`config.mk`:
```
export PLATFORM = sky130hd
export DESIGN_NAME = conv_window_ctrl_flat
export DESIGN_NICKNAME = d
export VERILOG_FILES = /design/src/rtl/conv_window_if.sv /design/src/rtl/conv_window_ctrl.sv /design/src/flat_wrapper.sv
export SDC_FILE = /design/constraint.sdc
export NUM_CORES = 1
export LEC_CHECK = 0
export ABC_AREA = 1
export CAP_MARGIN = 20
export CORE_UTILIZATION = 45
export DETAILED_ROUTE_END_ITERATION = 10
export HOLD_SLACK_MARGIN = 0.03
export PLACE_DENSITY = 0.66
export SETUP_SLACK_MARGIN = 0.5
export SYNTH_ARGS = -nofsm -noshare
export SYNTH_HDL_FRONTEND = slang
export SYNTH_SLANG_ARGS = --single-unit
```
`constraint.sdc`:
```
create_clock -name clk -period 5.5 [get_ports clk]
set_input_delay 1.1 -clock clk [delete_from_list [all_inputs] [get_ports clk]]
set_output_delay 1.1 -clock clk [all_outputs]
set_load 0.03 [all_outputs]
```
`src/rtl/conv_window_if.sv`:
```
// Handshake and line-buffer control bundle between the pixel source, the
// window sequencer and the kernel pipeline tail.
interface conv_window_if #(
  parameter int IMAGE_WIDTH = 512
) ();
  localparam int CW = $clog2(IMAGE_WIDTH);

  logic          start;
  logic          in_valid;
  logic          in_ready;
  logic          lb_wr_en;
  logic [CW-1:0] lb_wr_addr;
  logic          lb_rotate;
  logic          win_valid;
  logic          kernel_en;
  logic          out_valid;
  logic          out_last;
  logic          out_ready;
  logic          busy;
  logic          frame_done;

  // Source/sink side: drives the pixel stream and result back-pressure.
  modport master (
    output start, in_valid, out_ready,
    input  in_ready, lb_wr_en, lb_wr_addr, lb_rotate, win_valid,
           kernel_en, out_valid, out_last, busy, frame_done
  );

  // Sequencer side.
  modport slave (
    input  start, in_valid, out_ready,
    output in_ready, lb_wr_en, lb_wr_addr, lb_rotate, win_valid,
           kernel_en, out_valid, out_last, busy, frame_done
  );
endinterface

```
`src/rtl/conv_window_ctrl.sv`:
```
// 3x3 convolution window sequencer: counts the raster stream, drives the
// line-buffer write/rotate controls, flags interior windows and tracks them
// through the kernel pipeline so the tail knows when a result is valid and
// which one closes the frame. A stalled result freezes the whole pipeline.
//
// state   | meaning
// --------+-----------------------------------------------------------
// S_IDLE  | waiting for start; no pixels accepted
// S_FILL  | rows 0 and 1 being loaded, no complete window yet
// S_RUN   | rows 2.. being loaded, interior pixels emit windows
// S_DRAIN | all pixels taken, waiting for the final result handshake
module conv_window_ctrl #(
  parameter int IMAGE_WIDTH  = 512,
  parameter int IMAGE_HEIGHT = 512,
  parameter int PIPE_LAT     = 4
) (
  input  logic          clk,
  input  logic          rst_n,
  conv_window_if.slave  bus
);
  localparam int CW = $clog2(IMAGE_WIDTH);
  localparam int RW = $clog2(IMAGE_HEIGHT);
  localparam logic [CW-1:0] COL_LAST = CW'(IMAGE_WIDTH - 1);
  localparam logic [RW-1:0] ROW_LAST = RW'(IMAGE_HEIGHT - 1);

  typedef enum logic [1:0] {
    S_IDLE  = 2'd0,
    S_FILL  = 2'd1,
    S_RUN   = 2'd2,
    S_DRAIN = 2'd3
  } state_e;

  state_e                state_q, state_d;
  logic [CW-1:0]         col_q, col_d;
  logic [RW-1:0]         row_q, row_d;
  logic [PIPE_LAT-1:0]   vsr_q, vsr_d;
  logic [PIPE_LAT-1:0]   lsr_q, lsr_d;
  logic                  frame_done_q, frame_done_d;

  logic out_valid;
  logic out_last;
  logic kernel_en;
  logic in_ready;
  logic acc;
  logic col_last;
  logic row_last;
  logic win_valid;
  logic win_last;
  logic final_hs;

  // Pipeline tail status, back-pressure and pixel accept qualification.
  always_comb begin
    out_valid = vsr_q[PIPE_LAT-1];
    out_last  = lsr_q[PIPE_LAT-1] && out_valid;
    kernel_en = !out_valid || bus.out_ready;
    in_ready  = ((state_q == S_FILL) || (state_q == S_RUN)) && kernel_en;
    acc       = bus.in_valid && in_ready;
    col_last  = (col_q == COL_LAST);
    row_last  = (row_q == ROW_LAST);
    win_valid = acc && (row_q >= RW'(2)) && (col_q >= CW'(2));
    win_last  = win_valid && row_last && col_last;
    final_hs  = out_valid && bus.out_ready && out_last;
  end

  // Raster position: cleared when a frame is armed, advanced per accept.
  always_comb begin
    col_d = col_q;
    row_d = row_q;
    if ((state_q == S_IDLE) && bus.start) begin
      col_d = '0;
      row_d = '0;
    end else if (acc) begin
      if (col_last) begin
        col_d = '0;
        row_d = row_last ? '0 : row_q + RW'(1);
      end else begin
        col_d = col_q + CW'(1);
      end
    end
  end

  // Window-valid and frame-last tags ride alongside the kernel datapath.
  always_comb begin
    vsr_d = vsr_q;
    lsr_d = lsr_q;
    if (kernel_en) begin
      vsr_d    = vsr_q << 1;
      lsr_d    = lsr_q << 1;
      vsr_d[0] = win_valid;
      lsr_d[0] = win_last;
    end
  end

  // Frame sequencing: next state and the end-of-frame pulse.
  always_comb begin
    state_d      = state_q;
    frame_done_d = 1'b0;
    unique case (state_q)
      S_IDLE: begin
        if (bus.start) state_d = S_FILL;
      end
      S_FILL: begin
        if (acc && col_last && (row_q == RW'(1))) state_d = S_RUN;
      end
      S_RUN: begin
        if (acc && col_last && row_last) state_d = S_DRAIN;
      end
      S_DRAIN: begin
        if (final_hs) begin
          state_d      = S_IDLE;
          frame_done_d = 1'b1;
        end
      end
      default: state_d = S_IDLE;
    endcase
  end

  // State, counters, tag shift registers and frame_done registers.
  always_ff @(posedge clk or negedge rst_n) begin
    if (!rst_n) begin
      state_q      <= S_IDLE;
      col_q        <= '0;
      row_q        <= '0;
      vsr_q        <= '0;
      lsr_q        <= '0;
      frame_done_q <= 1'b0;
    end else begin
      state_q      <= state_d;
      col_q        <= col_d;
      row_q        <= row_d;
      vsr_q        <= vsr_d;
      lsr_q        <= lsr_d;
      frame_done_q <= frame_done_d;
    end
  end

  // Line-buffer controls are combinational so writes land on the accept edge.
  always_comb begin
    bus.in_ready   = in_ready;
    bus.lb_wr_en   = acc;
    bus.lb_wr_addr = col_q;
    bus.lb_rotate  = acc && col_last;
    bus.win_valid  = win_valid;
    bus.kernel_en  = kernel_en;
    bus.out_valid  = out_valid;
    bus.out_last   = out_last;
    bus.busy       = (state_q != S_IDLE);
    bus.frame_done = frame_done_q;
  end
endmodule

```
`src/flat_wrapper.sv`:
```
// flat-port wrapper written by rule: the top's interface ports become plain ports
module conv_window_ctrl_flat 
#(
  parameter int IMAGE_WIDTH  = 512,
  parameter int IMAGE_HEIGHT = 512,
  parameter int PIPE_LAT     = 4
)
  (clk, rst_n, bus_start, bus_in_valid, bus_out_ready, bus_in_ready, bus_lb_wr_en, bus_lb_wr_addr, bus_lb_rotate, bus_win_valid, bus_kernel_en, bus_out_valid, bus_out_last, bus_busy, bus_frame_done);
  conv_window_if #(.IMAGE_WIDTH(IMAGE_WIDTH)) bus_i ();
  input  logic clk;
  input  logic rst_n;
  input wire logic [$bits(bus_i.start)-1:0] bus_start;
  input wire logic [$bits(bus_i.in_valid)-1:0] bus_in_valid;
  input wire logic [$bits(bus_i.out_ready)-1:0] bus_out_ready;
  output wire logic [$bits(bus_i.in_ready)-1:0] bus_in_ready;
  output wire logic [$bits(bus_i.lb_wr_en)-1:0] bus_lb_wr_en;
  output wire logic [$bits(bus_i.lb_wr_addr)-1:0] bus_lb_wr_addr;
  output wire logic [$bits(bus_i.lb_rotate)-1:0] bus_lb_rotate;
  output wire logic [$bits(bus_i.win_valid)-1:0] bus_win_valid;
  output wire logic [$bits(bus_i.kernel_en)-1:0] bus_kernel_en;
  output wire logic [$bits(bus_i.out_valid)-1:0] bus_out_valid;
  output wire logic [$bits(bus_i.out_last)-1:0] bus_out_last;
  output wire logic [$bits(bus_i.busy)-1:0] bus_busy;
  output wire logic [$bits(bus_i.frame_done)-1:0] bus_frame_done;
  assign bus_i.start = bus_start;
  assign bus_i.in_valid = bus_in_valid;
  assign bus_i.out_ready = bus_out_ready;
  assign bus_in_ready = bus_i.in_ready;
  assign bus_lb_wr_en = bus_i.lb_wr_en;
  assign bus_lb_wr_addr = bus_i.lb_wr_addr;
  assign bus_lb_rotate = bus_i.lb_rotate;
  assign bus_win_valid = bus_i.win_valid;
  assign bus_kernel_en = bus_i.kernel_en;
  assign bus_out_valid = bus_i.out_valid;
  assign bus_out_last = bus_i.out_last;
  assign bus_busy = bus_i.busy;
  assign bus_frame_done = bus_i.frame_done;
  conv_window_ctrl #(.IMAGE_WIDTH(IMAGE_WIDTH), .IMAGE_HEIGHT(IMAGE_HEIGHT), .PIPE_LAT(PIPE_LAT)) u_core (.clk(clk), .rst_n(rst_n), .bus(bus_i));
endmodule
```
# ---- Word-level counts from Yosys, hierarchy flattened
# Index checks and enable logic that the tools add are counted.
dict set report word_totals {
  ff_bits 29
  out_inout_bits 18
  elab_cells 56
}
dict set report op_classes {
  n_addsub 2
  order_cmp 2
  eq_ne 10
  mux 14
  reduce_logical 22
}
# operator n
set ops {}
lappend ops {{$mux W9} 7}
lappend ops {{$add A9 B1 Y9 const B} 2}
lappend ops {{$eq A9 B9 Y1 const B} 2}
lappend ops {{$ge A9 B2 Y1 const B} 2}
lappend ops {{$logic_and A1 B1 Y1} 13}
lappend ops {{$eq A9 B1 Y1 const B} 1}
lappend ops {{$mux W2} 4}
lappend ops {{$pmux W2 S4} 1}
lappend ops {{$ne A2 B2 Y1 const B} 3}
lappend ops {{$reduce_bool A2 Y1} 3}
lappend ops {{$eq A2 B2 Y1 const B} 2}
lappend ops {{$reduce_and A4 Y1} 1}
lappend ops {{$eq A2 B1 Y1 const B} 1}
lappend ops {{$logic_not A2 Y1} 1}
lappend ops {{$logic_or A1 B1 Y1} 2}
lappend ops {{$mux W1} 2}
lappend ops {{$ne A2 B1 Y1 const B} 1}
lappend ops {{$reduce_and A2 Y1} 1}
lappend ops {{$logic_not A1 Y1} 1}

# ---- Depth between registers and ports, before layout
dict set report depth {
  ltp_word 8
  ltp_mapped 16
}

# ---- Worst setup path after synthesis
# No wires, ideal clock.
dict set report synth_timing {
  path_kind {input to output}
  start {input port bus_out_ready}
  end {output port bus_win_valid}
  t_arrival_ns 2.009
  slack_ns 2.391
  stages 6
  path_buffers 0
  path_cell_list {inv_1 nand2_2 nand3_4 inv_1 o211ai_1 inv_1}
}
dict set report synth_between {
  elab_chain_len 5
}
# item line_no
set synth_rtl {}
lappend synth_rtl {{from (decl)} flat_wrapper.sv:14} ;# input wire logic [$bits(bus_i.out_ready)-1:0] bus_out_ready;
lappend synth_rtl {{$logic_or A1 B1 Y1} conv_window_ctrl.sv:55} ;# kernel_en = !out_valid || bus.out_ready;
lappend synth_rtl {{$logic_and A1 B1 Y1} conv_window_ctrl.sv:56} ;# in_ready = ((state_q == S_FILL) || (state_q == S_RUN)) && kernel_en;
lappend synth_rtl {{$logic_and A1 B1 Y1} conv_window_ctrl.sv:57} ;# acc = bus.in_valid && in_ready;
lappend synth_rtl {{via bus_lb_wr_en} flat_wrapper.sv:16} ;# output wire logic [$bits(bus_i.lb_wr_en)-1:0] bus_lb_wr_en;
lappend synth_rtl {{$logic_and A1 B1 Y1 (2 in series)} conv_window_ctrl.sv:60} ;# win_valid = acc && (row_q >= RW'(2)) && (col_q >= CW'(2));
lappend synth_rtl {{to (decl)} flat_wrapper.sv:19} ;# output wire logic [$bits(bus_i.win_valid)-1:0] bus_win_valid;
# The timed path passes the listed nets, and every way through them passes these cells.

# ---- Worst setup path in the final report
dict set report layout_timing {
  start {input port bus_out_ready}
  end {output port bus_win_valid}
}
dict set report layout_between {
  elab_chain_len 5
}
# item line_no
set layout_rtl {}
lappend layout_rtl {{$logic_or A1 B1 Y1} conv_window_ctrl.sv:55}
lappend layout_rtl {{$logic_and A1 B1 Y1} conv_window_ctrl.sv:56}
lappend layout_rtl {{$logic_and A1 B1 Y1} conv_window_ctrl.sv:57}
lappend layout_rtl {{$logic_and A1 B1 Y1 (2 in series)} conv_window_ctrl.sv:60}
# Every way passes these cells.

==> results.yml <==
layout:
  drive_above_1_share_pct: 8.26
  synthToLayoutAreaGrowth_pct: 23.4
  layout_commonest_cell: "nand2_1"
  mostFrequentLayoutCells: "50 x nand2_1, 32 x inv_1, 29 x dfrtp_1"
  final_cells: 288
  final_nets: 258
  num_antenna_cells: 0
cts:
  clkLatencyLatePin_ns: 0.29
  clkTransAtPathRegs_ns: 0.06
  ctsLongestPathBuffers: 2
  cts_sinks: 29
  cts_tree: "built"
  cts-root-buf: "clkbuf_8"
  cts_htree_levels: 2
  post_cts_resized: 0
  numCtsBuffers: 5
  cts_setup_buffers: 0
  cts_hold_buffers: 0
pwr:
  seq_power_share_pct: 29.6
  p_sw_uw: 418
  swShare_pct: 40.9
  powerDensity_nw_per_um2: 489
  clockPowerShare_pct: 26.0
  combPwrFrac_pct: 44.3
  p_int_uw: 605
  peakVddDrop_mv: 0.241
  power_leakage_uw: 0.00105
sta:
  setup_viol: 0
  slew_headroom_pct: 69.8
  period_share_pct: 74.7
  timing.fmax_mhz: 243
  setup-tns-final_ns: 0
  final-hold-violation-count: 0
  finClkSkew_ns: 0.00326
  drv_slew: 0
  setup_ws_ns: 1.39
  period_needed_ns: 4.11
  grt_setup_unrepaired: "no"
  tightest_slew_ns: 0.451
hold_path:
  worst_hold_path.num_cells: 2
  hold_path.class: "flop to flop"
route:
  post-route-drc-count: 0
  drtIter0Drc: 57
  first_pass_iters: 4
  num_vias: 1403
  drtAntennaViolNets: 0
  routed_via_density: 4.87
  wirelength_mm: 3.24
  routedWlPerCell_microns: 11.3
die:
  die-area_sq_um: 4010
  row_count: 21
  io-pin-count: 23
  fp.dieH_microns: 63.4
  core_area_sq_um: 3470
  die_w_microns: 63.4
  start_util_pct: 48.8
logic_synthesis:
  synth_top_family_by_area: "simple AND/OR/NAND/NOR gates"
  synth_cells: 213
  synth_compound_area_share_pct: 10.3
  syn-cell-area_sq_um: 1690
  avgSynthCellArea_sq_um: 7.95
  synth_fa_ha_area_share_pct: 8.86
  synthSimpleGateAreaFrac_pct: 29.2
  synth_xor_area_share_pct: 0
  ys_ff_latch: 29
  yosys-mux-area-fraction_pct: 0
  ys_seq_area_share_pct: 42.8
  ys_types: 27
  syn-num-nets: 230
  yosys_warnings: 0
worst_setup_path:
  critical_path_buf_inv_count: 5
  max_stage_delay_ns: 0.66
  crit_fanout: 11
  criticalPathCategory: "input pin to primary output"
  endpoint_kind: "primary output"
  cpLargestDelayFamily: "buffers and inverters"
  cp.required_ns: 4.40
  cpMaxStageDelayCell: "clkdlybuf4s50_1"
  cp_common_cell: "inv_1"
  cp_data_arrival_time_ns: 3.01
  start_kind: "input pin"
  worstPathCellList: "clkdlybuf4s50_1 -> inv_1 -> nand2_2 -> nand3_4 -> inv_1 -> o211ai_1 -> inv_1 -> clkdlybuf4s50_1"
  worstRegToRegCells: 15
  path_depth: 8
placed_design:
  dpl.hpwl_mm: 2.37
  routabilityCongestion: 0.802
  dp_cells: 280
  io_buffers: 22
  place_ws_ns: 1.37
global_route:
  grt_pass1_wl_mm: 5.84
  grt_usage_pct: 19.3
  use_met1_pct: 24.3
  grt_overflow: 0
  grt_use_met2_pct: 30.2
  grt_max_degree: 30
  grt_antenna_before_repair: 0
  grt_pass1_vias: 1326
  grtUsageMet3_pct: 5.43
  top_usage_layer: "met2"
flow_run:
  drv_cap: 0
outcome:
  status: "completed"
## through the flow
step	total power (uW)	util (%)	hold WS [ns]	area (sq um)
after floorplan	627	-	0.420	1690
after global placement	762	56.4	0.431	1960
after detailed placement	763	56.4	0.429	1960
after CTS	1040	60.3	0.445	2090
after global routing	1100	60.3	0.483	2090
final	1020	60.3	0.442	2090
## cells in the mapped netlist
cell type | number | area share (%)
inv_4 | 1 | 0.37
ha_1 | 12 | 8.9
inv_1 | 32 | 7.1
a21oi_1 | 9 | 2.7
dfrtp_1 | 29 | 43
a21oi_2 | 1 | 0.52
o21ai_1 | 2 | 0.59
o31ai_1 | 1 | 0.44
nand2_8 | 2 | 2.4
nand2_4 | 1 | 0.66
o22ai_1 | 1 | 0.37
buf_4 | 1 | 0.44
o21ai_2 | 1 | 0.52
o21bai_1 | 1 | 0.44
nand3_4 | 1 | 1.0
nand2_1 | 50 | 11
nand2_2 | 2 | 0.74
nand4_1 | 3 | 1.1
nor2_1 | 28 | 6.2
nor3_1 | 2 | 0.59
or2_2 | 1 | 0.37
o21a_1 | 1 | 0.44
buf_8 | 1 | 0.89
o21ai_0 | 13 | 3.8
o211ai_1 | 1 | 0.44
nor2_4 | 1 | 0.66
nand3_1 | 15 | 4.4
## layout make-up
type                            count  area (sq um)
Timing Repair Buffer               23           228
Sequential cell                    29           726
Multi-Input combinational cell    149           820
Fill cell                         335          1380
Tap cell                           46          57.6
Clock inverter                      3          65.1
Clock buffer                        5          68.8
Inverter                           33           126
## routing by layer
metal | up-vias | wire, microns
met5 | - | 0
met3 | 8 | 140
met4 | 0 | 74
met1 | 639 | 1590
li1 | 730 | -
met2 | 26 | 1440
## registers in the layout, indices dropped and copies added (netlist names)
name and flops:
u_core.vsr_q 4, u_core.row_q 9, u_core.state_q 2, u_core.lsr_q 4, u_core.bus.frame_done 1, u_core.bus.lb_wr_addr 9
## cells by family (layout without fill, tap and decap cells)
logic type	after synthesis	count (layout)
and+or+nand+nor	106	106
buffers and inverters	35	64
DFF	29	29
AOI/OAI and AO/OA	31	31
adders and majority gates	12	12
## worst paths after layout
| path | start | endpoint | slack [ns] |
|---|---|---|---|
| max | bus_out_ready | bus_win_valid | 1.39 |
| min | u_core.vsr_q[2]$_DFFE_PN0N_ | u_core.vsr_q[3]$_DFFE_PN0N_ | 0.44 |
| max reg2reg | u_core.bus.lb_wr_addr[1]$_DFFE_PN0P_ | u_core.row_q[7]$_DFFE_PN0P_ | 3.30 |
| min reg2reg | u_core.vsr_q[2]$_DFFE_PN0N_ | u_core.vsr_q[3]$_DFFE_PN0N_ | 0.44 |
| max in group asynchronous | rst_n | u_core.row_q[7]$_DFFE_PN0P_ | 4.02 |
| min in group asynchronous | rst_n | u_core.lsr_q[2]$_DFFE_PN0N_ | 1.20 |
## power by group through the flow
stage | clock network, uW | registers [uW] | logic, uW
finish | 266 | 303 | 454
global route | 283 | 311 | 504
CTS | 272 | 304 | 460
detailed placement | 0 | 307 | 456
global placement | 0 | 307 | 455
floorplan | 0 | 334 | 293
## tightest hold or removal path: cells and delay by family, from the launching register on
family | cells | cell delay [ns]
flops | 1 | 0.32
simple gates | 1 | 0.05
buf+inv | 1 | 0.04
Power figures use the tool's default switching activity.
